File: src/rtl/prio_enc_pkg.sv
// prio_enc_pkg
// Shared definitions for the registered priority encoder:
//   DEFAULT_WIDTH - default request-word width
//   calc_out_w()  - width of the encoded index for a given request width
//   pe_state_t    - output-register occupancy state
package prio_enc_pkg;

    localparam int unsigned DEFAULT_WIDTH = 4;

    // Index width for a WIDTH-bit request word. This is never less than 1,
    // so a degenerate width still gives a legal port.
    function automatic int unsigned calc_out_w(input int unsigned w);
        return (w <= 1) ? 1 : $clog2(w);
    endfunction

    typedef enum logic {
        ST_EMPTY = 1'b0,
        ST_FULL  = 1'b1
    } pe_state_t;

endpackage

File: src/rtl/prio_enc_comb.sv
// prio_enc_comb
// Purely combinational priority encoder core.
// Ports:
//   din   [WIDTH-1:0] in  - request word
//   idx   [OUT_W-1:0] out - index of the highest set bit (0 when din is zero)
//   multi             out - more than one bit of din is set
//   none              out - din is all zero
module prio_enc_comb
    import prio_enc_pkg::*;
#(
    parameter  int unsigned WIDTH = DEFAULT_WIDTH,
    localparam int unsigned OUT_W = calc_out_w(WIDTH)
) (
    input  logic [WIDTH-1:0] din,
    output logic [OUT_W-1:0] idx,
    output logic             multi,
    output logic             none
);

    // Scanning upward lets the highest set bit overwrite any lower ones,
    // so the MSB wins.
    always_comb begin
        idx = '0;
        for (int unsigned i = 0; i < WIDTH; i++) begin
            if (din[i]) begin
                idx = OUT_W'(i);
            end
        end
    end

    // Clearing the lowest set bit leaves something only if two or more were set.
    always_comb begin
        none  = (din == '0);
        multi = ((din & (din - 1'b1)) != '0);
    end

endmodule

File: src/rtl/priority_encoder_reg.sv
// priority_encoder_reg
// Registered N-to-log2(N) priority encoder with a valid/ready handshake on
// both sides and a single output register.
// Optional feature macro: PRIO_ENC_ERR_CNT_EN adds the saturating err_cnt output.
// Ports:
//   clk        in  - system clock, rising edge
//   rst_n      in  - asynchronous active-low reset
//   en         in  - block enable; when low, no new word is accepted
//   din        in  - request word [WIDTH-1:0]
//   in_valid   in  - din valid
//   in_ready   out - block can accept din this cycle
//   dout       out - index of the highest set bit of the accepted word [OUT_W-1:0]
//   out_valid  out - dout/multi/none valid
//   out_ready  in  - consumer takes the output this cycle
//   multi      out - accepted word had more than one bit set
//   none       out - accepted word was zero
//   err_cnt    out - (PRIO_ENC_ERR_CNT_EN only) saturating count of multi/none words
module priority_encoder_reg
    import prio_enc_pkg::*;
#(
    parameter  int unsigned WIDTH = DEFAULT_WIDTH,
    localparam int unsigned OUT_W = calc_out_w(WIDTH)
) (
    input  logic             clk,
    input  logic             rst_n,
    input  logic             en,
    input  logic [WIDTH-1:0] din,
    input  logic             in_valid,
    output logic             in_ready,
    output logic [OUT_W-1:0] dout,
    output logic             out_valid,
    input  logic             out_ready,
    output logic             multi,
    output logic             none
`ifdef PRIO_ENC_ERR_CNT_EN
    ,
    output logic [7:0]       err_cnt
`endif
);

    pe_state_t        state;
    logic [OUT_W-1:0] c_idx;
    logic             c_multi;
    logic             c_none;
    logic             accept;

    prio_enc_comb #(
        .WIDTH (WIDTH)
    ) u_core (
        .din   (din),
        .idx   (c_idx),
        .multi (c_multi),
        .none  (c_none)
    );

    // A full register that is being drained this cycle can take a new word,
    // which keeps one register at full throughput.
    assign in_ready  = en && ((state == ST_EMPTY) || out_ready);
    assign accept    = in_valid && in_ready;
    assign out_valid = (state == ST_FULL);

    always_ff @(posedge clk or negedge rst_n) begin
        if (!rst_n) begin
            state <= ST_EMPTY;
            dout  <= '0;
            multi <= 1'b0;
            none  <= 1'b0;
        end else begin
            if (accept) begin
                dout  <= c_idx;
                multi <= c_multi;
                none  <= c_none;
            end
            case (state)
                ST_EMPTY: if (accept) state <= ST_FULL;
                ST_FULL:  if (!accept && out_ready) state <= ST_EMPTY;
                default:  state <= ST_EMPTY;
            endcase
        end
    end

`ifdef PRIO_ENC_ERR_CNT_EN
    always_ff @(posedge clk or negedge rst_n) begin
        if (!rst_n) begin
            err_cnt <= '0;
        end else if (accept && (c_multi || c_none) && (err_cnt != 8'hFF)) begin
            err_cnt <= err_cnt + 8'd1;
        end
    end
`endif

endmodule

File: config.mk
export PLATFORM = sky130hd
export DESIGN_NAME = priority_encoder_reg
export DESIGN_NICKNAME = d
export VERILOG_FILES = /design/src/rtl/prio_enc_pkg.sv /design/src/rtl/prio_enc_comb.sv /design/src/rtl/priority_encoder_reg.sv
export SDC_FILE = /design/constraint.sdc
export NUM_CORES = 1
export LEC_CHECK = 0
export CORE_AREA = 2 2 39 41
export DETAILED_ROUTE_END_ITERATION = 16
export DIE_AREA = 0 0 41 43
export PLACE_DENSITY = 0.55
export SETUP_SLACK_MARGIN = 0.1
export SLEW_MARGIN = 10
export SYNTH_ARGS = -nofsm -noshare
export SYNTH_HDL_FRONTEND = slang
export SYNTH_SLANG_ARGS = --single-unit
File: constraint.sdc
create_clock -name clk -period 2.5 [get_ports clk]
set_input_delay 0.625 -clock clk [delete_from_list [all_inputs] [get_ports clk]]
set_output_delay 0.625 -clock clk [all_outputs]
set_load 0.005 [all_outputs]
## Word-level counts from Yosys, hierarchy flattened

Index checks and enable logic that the tools add are counted.
Widths: inputs -> output; s select.

| storage, ports and cells | value |
|---|---|
| bits in registers | 5 |
| input bits | 9 |
| output and inout port bits | 6 |
| logic and storage cells | 20 |

| cells by class | value |
|---|---|
| multiplexer cells | 6 |
| reduce and logical (&&, ||, !) cells | 7 |
| bitwise operators | 2 |
| $add $sub $neg | 1 |

Operators by type and width:

| kind | number |
|---|---|
| $and 4x4->4 | 1 |
| $logic_not 4->1 | 1 |
| $mux 2 | 2 |
| $reduce_bool 4->1 | 1 |
| $sub 4x1->4 const B | 1 |
| $logic_and 1x1->1 | 3 |
| $mux 1 | 3 |
| $pmux 1 s2 | 1 |
| $logic_not 1->1 | 1 |
| $logic_or 1x1->1 | 1 |
| $not 1->1 | 1 |

## Logic depth before layout (Yosys ltp)

Gate-level depths: netlist of run 1.

| logic depth | value |
|---|---|
| depth after elaboration | 8 |
| depth in mapped cells | 3 |
| mapped depth without buffers | 3 |

## Modules after synthesis

A second synthesis of run 1 with hierarchy kept.

| unflattened totals | value |
|---|---|
| cell total of the unflattened synthesis | 21 |
| area, all modules | 284.0 um^2 |

By module, submodules not included:

| module | sequential area each (um^2) | area each (um^2) | cells each | times used |
|---|---|---|---|---|
| priority_encoder_reg | 125.1 | 235.2 | 14 | 1 |
| prio_enc_comb | 0.0 | 48.8 | 7 | 1 |

## Worst setup path before layout of run 1

No wires, ideal clock.

| timing | value |
|---|---|
| kind | input-to-output |
| start point | input port out_ready |
| end point | output port in_ready |
| setup slack | 0.893 ns |
| data arrival time | 0.982 ns |
| required time | 1.875 ns |
| cell stages on the path | 2 |
| buffers on the path | 0 |
| cells stage by stage | nand2b_2 > and2_1 |

| on the way | value |
|---|---|
| longest elaborated chain between the ends | 2 |

Ends and longest elaborated chain:

| item | line | source |
|---|---|---|
| start: declaration | priority_encoder_reg.sv:32 | `input logic out_ready,` |
| $logic_or 1x1->1 | priority_encoder_reg.sv:58 | `assign in_ready = en && ((state == ST_EMPTY) \|\| out_ready);` |
| $logic_and 1x1->1 | priority_encoder_reg.sv:58 |  |
| end: declaration | priority_encoder_reg.sv:29 | `output logic in_ready,` |

Every way passes these cells.

## Final worst setup path of run 1

Same ends and word-level chain as after synthesis.

==> results of run 1 <==
==> layout make-up <==
class	instances	area (um^2)	share of cell area
inverter	4	15.0	0.0332
sequential	5	125	0.277
timing repair buffer	16	154	0.341
multi-input combinational	14	111	0.247
tap	16	20.0	0.0443
clock buffer	4	26.3	0.0582
==> metrics by stage <==
| step | instance area, um^2 | util |
|---|---|---|
| floorplan | 251 | - |
| global placement | 427 | 0.308 |
| detailed placement | 427 | 0.308 |
| CTS | 452 | 0.326 |
| global route | 452 | 0.326 |
| finish | 452 | 0.326 |
==> metal layers <==
metal  vias to the layer above  global-route usage  part of all wire
li1                        115                   -                 -
met1                        91              0.0906              0.47
met2                        12              0.0813              0.39
met3                         0              0.0314              0.14
met4                         0              0.0600                 0
met5                         -                   0                 0
==> flip-flops by register name, indices dropped and copies added, names as in the netlist <==
name and count:
none 1, multi 1, out_valid 1, dout 2
==> layout by cell type, fill, tap and decap left out <==
| cell type | n |
|---|---|
| dfrtp_1 | 5 |
| dlygate4sd2_1 | 1 |
| clkdlybuf4s50_1 | 13 |
| mux2_1 | 1 |
| maj3_1 | 1 |
| nand2_1 | 1 |
| buf_4 | 2 |
| clkbuf_4 | 3 |
| mux2i_1 | 3 |
| nand3_4 | 1 |
| nand2b_2 | 1 |
| clkbuf_1 | 1 |
| a21oi_1 | 1 |
| inv_1 | 4 |
| or3_1 | 1 |
| o21ai_0 | 1 |
| nor2_1 | 2 |
| and2_1 | 1 |
==> cells by family (layout without fill, tap and decap cells) <==
logic type | count (synthesis) | count (layout) | synth area share
buf+inv | 4 | 24 | 0.0597
mux | 4 | 4 | 0.164
simple gates | 7 | 7 | 0.199
flops | 5 | 5 | 0.498
compound gates | 2 | 2 | 0.0398
fa+ha+maj | 1 | 1 | 0.0398
==> path summary, 6_finish.rpt <==
check / from / end
hold reg to reg: none / none
setup reg to reg: out_valid / none
setup / recovery: out_ready / in_ready
max in group asynchronous: rst_n / dout[0]
hold / removal: none / none
min in group asynchronous: rst_n / dout[1]
==> power by group through the flow <==
| stage | clock, uW | combinational [uW] | sequential (uW) |
|---|---|---|---|
| final | 90.5 | 64.8 | 98.6 |
| after global routing | 101 | 72.7 | 99.4 |
| after CTS | 94.9 | 66.3 | 98.9 |
| after detailed placement | 0 | 66.8 | 100 |
| after global placement | 0 | 66.3 | 99.8 |
| after floorplan | 0 | 18.7 | 101 |
==> critical path, delay by kind of cell <==
family / cells / cell delay, ns
buf+inv: 2 / 0.64
simple gates: 2 / 0.32
==> impl_metrics.csv, run 1 <==
group,metric,value,unit
pwr,seq_power_share,0.388,
logic_synthesis,ys_seq_area_frac,0.498,
timing,finalHoldViolations,0,
placement,place_ws,0.0944,ns
die,die_h,43,um
timing,worstMarginPinSlew,0.249,ns
clocking,cts_hold_buffers,0,
route,wl,480,um
logic_synthesis,ys_types,13,
pwr,p_sw_frac,0.227,
hold_path,min_path_cells,1,
grt,grt_max_degree,6,
worst_setup_path,start_kind,"input pin",
timing,fmax,452,MHz
logic_synthesis,synth.area.top_cells,"dfrtp_1 50%, mux2i_1 12%, nand3_4 7.0%, inv_1 6.0%, mux2_1 4.5%",
cells_and_area,drive_above_1_share,0.163,
die,die-area,0.00176,mm^2
clocking,cts_htree_levels,1,
worst_setup_path,slowest_stage,"clkdlybuf4s50_1",
logic_synthesis,synth_most_common_cell,"dfrtp_1",
logic_synthesis,synth-edff-count,0,
worst_setup_path,crit_path_max_incr_delay,0.39,ns
grt,track_usage,0.0694,
clocking,clockBufferDepth,2,
worst_setup_path,crit_chain,"clkdlybuf4s50_1 > nand2b_2 > and2_1 > dlygate4sd2_1",
logic_synthesis,yosysTopAreaCell,"dfrtp_1",
route,antenna_left,0,
timing,rsz0062_at_grt,"no",
clocking,postCtsResizedCells,1,
pwr,internal_power,196,uW
pwr,power_density,562,mW/mm^2
grt,grt-ovfl-total,0,
pwr,power,254,uW
pwr,max-vdd-ir-drop,209,uV
logic_synthesis,avgSynthCellArea,10.9,um^2
timing,setup_violations,0,
timing,slew_violations,0,
logic_synthesis,synth_nets,32,
clocking,postCtsSetupBuffers,0,
grt,first_global_vias,195,
route,drt_first_iter_violations,0,
die,die_w,41,um
worst_setup_path,critPathRequiredTime,1.88,ns
worst_setup_path,crit_type,"in -> out",
clocking,cts_buffers,3,
cells_and_area,n_fill_cell,158,
pwr,p_sw,57.5,uW
logic_synthesis,synth_seq_cells,5,
clocking,worstSkewPairLatency,0.23,ns
placement,gp_congestion,0.597,
logic_synthesis,netlist_instances,23,
cells_and_area,instances_no_fill,59,
clocking,numClockSinks,5,
pwr,clkPwrFrac,0.357,
pwr,combPwrFrac,0.255,
logic_synthesis,synth_ff_type,"dfrtp_1",
die,ios,15,
timing,whs,0.489,ns
logic_synthesis,ys_warn_count,0,
timing,min_period,2.21,ns
timing,slew_headroom,0.834,
route,via_count,218,
route,via_per_inst,3.69,
route,wl_per_cell,8.14,um
logic_synthesis,yosysTopAreaCellShare,0.498,
route,post-route-drc-count,0,
worst_setup_path,critical_path.max_fanout,2,
clocking,clk_pin_slew_worst_paths,0.04,ns
worst_setup_path,cp.arrival,1.59,ns
die,core_area,0.00138,mm^2
grt,grt_antenna_before_repair,0,
cells_and_area,nNetsFinal,53,
die,initial_utilization,0.182,
timing,setup_ws,0.289,ns
worst_setup_path,rrSetupSlack,1.39,ns
clocking,cts_tree,"yes",
run,cap_viol_max_count,0,
worst_setup_path,worstSetupEndpointType,"output pin",
clocking,root_buffer,"clkbuf_4",
grt,grt_pass1_wl,765,um
worst_setup_path,rr_worst_depth,4,
timing,fin_setup_tns,0,ns
placement,dp_hpwl,393,um
cells_and_area,diodes,0,
placement,portBuffers,14,
timing,skew,0.00161,ns
run_status,status,"finished, final reports clean",
logic_synthesis,async_flop_share,1.00,
timing,period_share,0.884,
die,rows,14,
logic_synthesis,syn_area,251,um^2
pwr,leakagePower,0.000221,uW
cells_and_area,area_growth,79.6,%
logic_synthesis,synth_common_cells,"5 x dfrtp_1, 4 x inv_1, 3 x mux2i_1",
hold_path,min_path_type,"reg -> reg",
route,dr.pass1.iters,1,
placement,dp_cells,55,
Note: power is estimated with default switching activity, not from simulation.
==> inputs of run 2 (changes only) <==
Settings changed: SLEW_MARGIN 10 to unset.
==> results of run 2 <==
No change in the layout: final DEF, timing and power equal those of run 1.
==> inputs of run 3 (changes only) <==
==> constraint.sdc (replaced) <==
create_clock -name clk -period 2.5 [get_ports clk]
set_input_delay 0.625 -clock clk [delete_from_list [all_inputs] [get_ports clk]]
set_output_delay 0.625 -clock clk [all_outputs]
set_load 0.1 [all_outputs]
==> impl_metrics.csv, run 3 (synthesis gave the netlist of run 1 again) <==
group,metric,value,unit
die,die_w,41,um
die,rows,14,
run_status,status,"finished, final reports clean",
route,antenna_left,0,
timing,setup_ws,0.287,ns
timing,setup_violations,0,
run,cap_viol_max_count,0,
cells_and_area,n_fill_cell,155,
worst_setup_path,rr_worst_depth,3,
cells_and_area,nNetsFinal,51,
grt,first_global_vias,192,
timing,slew_headroom,0.816,
timing,finalHoldViolations,0,
worst_setup_path,critical_path.max_fanout,3,
die,initial_utilization,0.182,
route,wl,508,um
worst_setup_path,worstSetupEndpointType,"output pin",
placement,gp_congestion,0.614,
clocking,postCtsSetupBuffers,0,
timing,min_period,2.21,ns
worst_setup_path,crit_chain,"clkdlybuf4s50_1 > nand2b_2 > and2_1 > buf_12",
cells_and_area,drive_above_1_share,0.268,
clocking,cts_htree_levels,1,
placement,place_area,409,um^2
die,ios,15,
timing,slew_violations,0,
cells_and_area,top_register,"dout",
route,via_count,214,
worst_setup_path,crit_end,"in_ready",
worst_setup_path,slowest_stage,"clkdlybuf4s50_1",
cells_and_area,area_growth,73.1,%
route,wl_per_cell,8.91,um
placement,dp_hpwl,433,um
worst_setup_path,worstReg2RegStart,"out_valid",
die,die-area,0.00176,mm^2
clocking,numClockSinks,5,
worst_setup_path,start_kind,"input pin",
timing,rsz0062_at_grt,"no",
cells_and_area,layout_common_cells,"8 x clkdlybuf4s50_1, 5 x dfrtp_1, 5 x buf_4",
pwr,power_density,797,mW/mm^2
timing,worstMarginPinSlew,0.278,ns
placement,place_ws,0.295,ns
hold_path,min_path_type,"reg -> reg",
grt,grt_pass1_wl,765,um
clocking,worstSkewPairLatency,0.24,ns
die,die_h,43,um
worst_setup_path,r2r_end,"none",
timing,whs,0.499,ns
timing,period_share,0.885,
placement,portBuffers,14,
worst_setup_path,crit_start,"out_ready",
pwr,leakagePower,0.000220,uW
route,via_per_inst,3.75,
timing,fin_setup_tns,0,ns
cells_and_area,multi_input_area,111,um^2
clocking,clockBufferDepth,2,
worst_setup_path,rrSetupSlack,1.46,ns
clocking,root_buffer,"clkbuf_4",
clocking,cts_tree,"yes",
grt,grt_max_degree,6,
cells_and_area,largest_register_ffs,2,
pwr,max-vdd-ir-drop,187,uV
route,dr.pass1.iters,2,
timing,skew,0.000179,ns
clocking,postCtsResizedCells,0,
route,post-route-drc-count,0,
die,core_area,0.00138,mm^2
cells_and_area,final-seq-area,125,um^2
grt,track_usage,0.0714,
clocking,clk_pin_slew_worst_paths,0.04,ns
worst_setup_path,cp.arrival,1.59,ns
worst_setup_path,crit_type,"in -> out",
grt,grt-ovfl-total,0,
timing,fmax,452,MHz
cells_and_area,diodes,0,
clocking,cts_hold_buffers,0,
worst_setup_path,critPathRequiredTime,1.88,ns
worst_setup_path,crit_path_max_incr_delay,0.39,ns
clocking,cts_buffers,3,
cells_and_area,final_design_area_no_fill,435,um^2
grt,grt_antenna_before_repair,0,
cells_and_area,layout_commonest_cell,"clkdlybuf4s50_1",
route,drt_first_iter_violations,1,
==> run 3: cell count changes in the layout (fill, tap and decap cells not counted), sizes merged <==
cell and change:
clkdlybuf4s50 -5, buf +4, dlygate4sd2 -1
==> run 3: final cells by class <==
cell class              count  area share
clock buffers               4      0.0603
inverters                   4      0.0345
multi-input cells          14       0.256
flip-flops and latches      5       0.287
well taps                  16      0.0460
repair buffers             14       0.316
==> run 3: where the power goes <==
group,total [uW],switching [uW],leakage (uW),internal [uW]
combinational,156,115,0.000147,40.8
sequential,99.3,6.66,0.0000581,92.6
clock,91.5,31.3,0.0000150,60.2
total,347,153,0.000220,194
==> run 3: how the worst min path moves through the flow <==
stage / startpoint / depth (start not counted) / to / slack, ns
2_1_floorplan: rst_n / 0 / dout[0] / 0.33
3_3_place_gp: none / 1 / none / 0.49
3_5_place_dp: none / 1 / none / 0.50
4_1_cts: none / 1 / none / 0.51
5_1_grt: none / 1 / none / 0.52
6_report: none / 1 / none / 0.50
==> run 3: worst max-delay path: cells and delay by family <==
kind / cells / cell delay (ns)
AND/OR/NAND/NOR: 2 / 0.41
buffers and inverters: 2 / 0.56
==> run 3: stage by stage <==
step / util / std cells / power, uW
2_1_floorplan: - / 23 / 212
3_3_place_gp: 0.296 / 53 / 256
3_5_place_dp: 0.296 / 53 / 258
4_1_cts: 0.315 / 57 / 355
5_1_grt: 0.315 / 57 / 364
6_report: 0.315 / 57 / 347
==> run 3: routing by layer <==
| metal | vias up | GRT usage | routed length [um] |
|---|---|---|---|
| li1 | 112 | - | - |
| met1 | 90 | 0.0809 | 196 |
| met2 | 12 | 0.0844 | 228 |
| met3 | 0 | 0.0366 | 83 |
| met4 | 0 | 0.0800 | 0 |
| met5 | - | 0 | 0 |
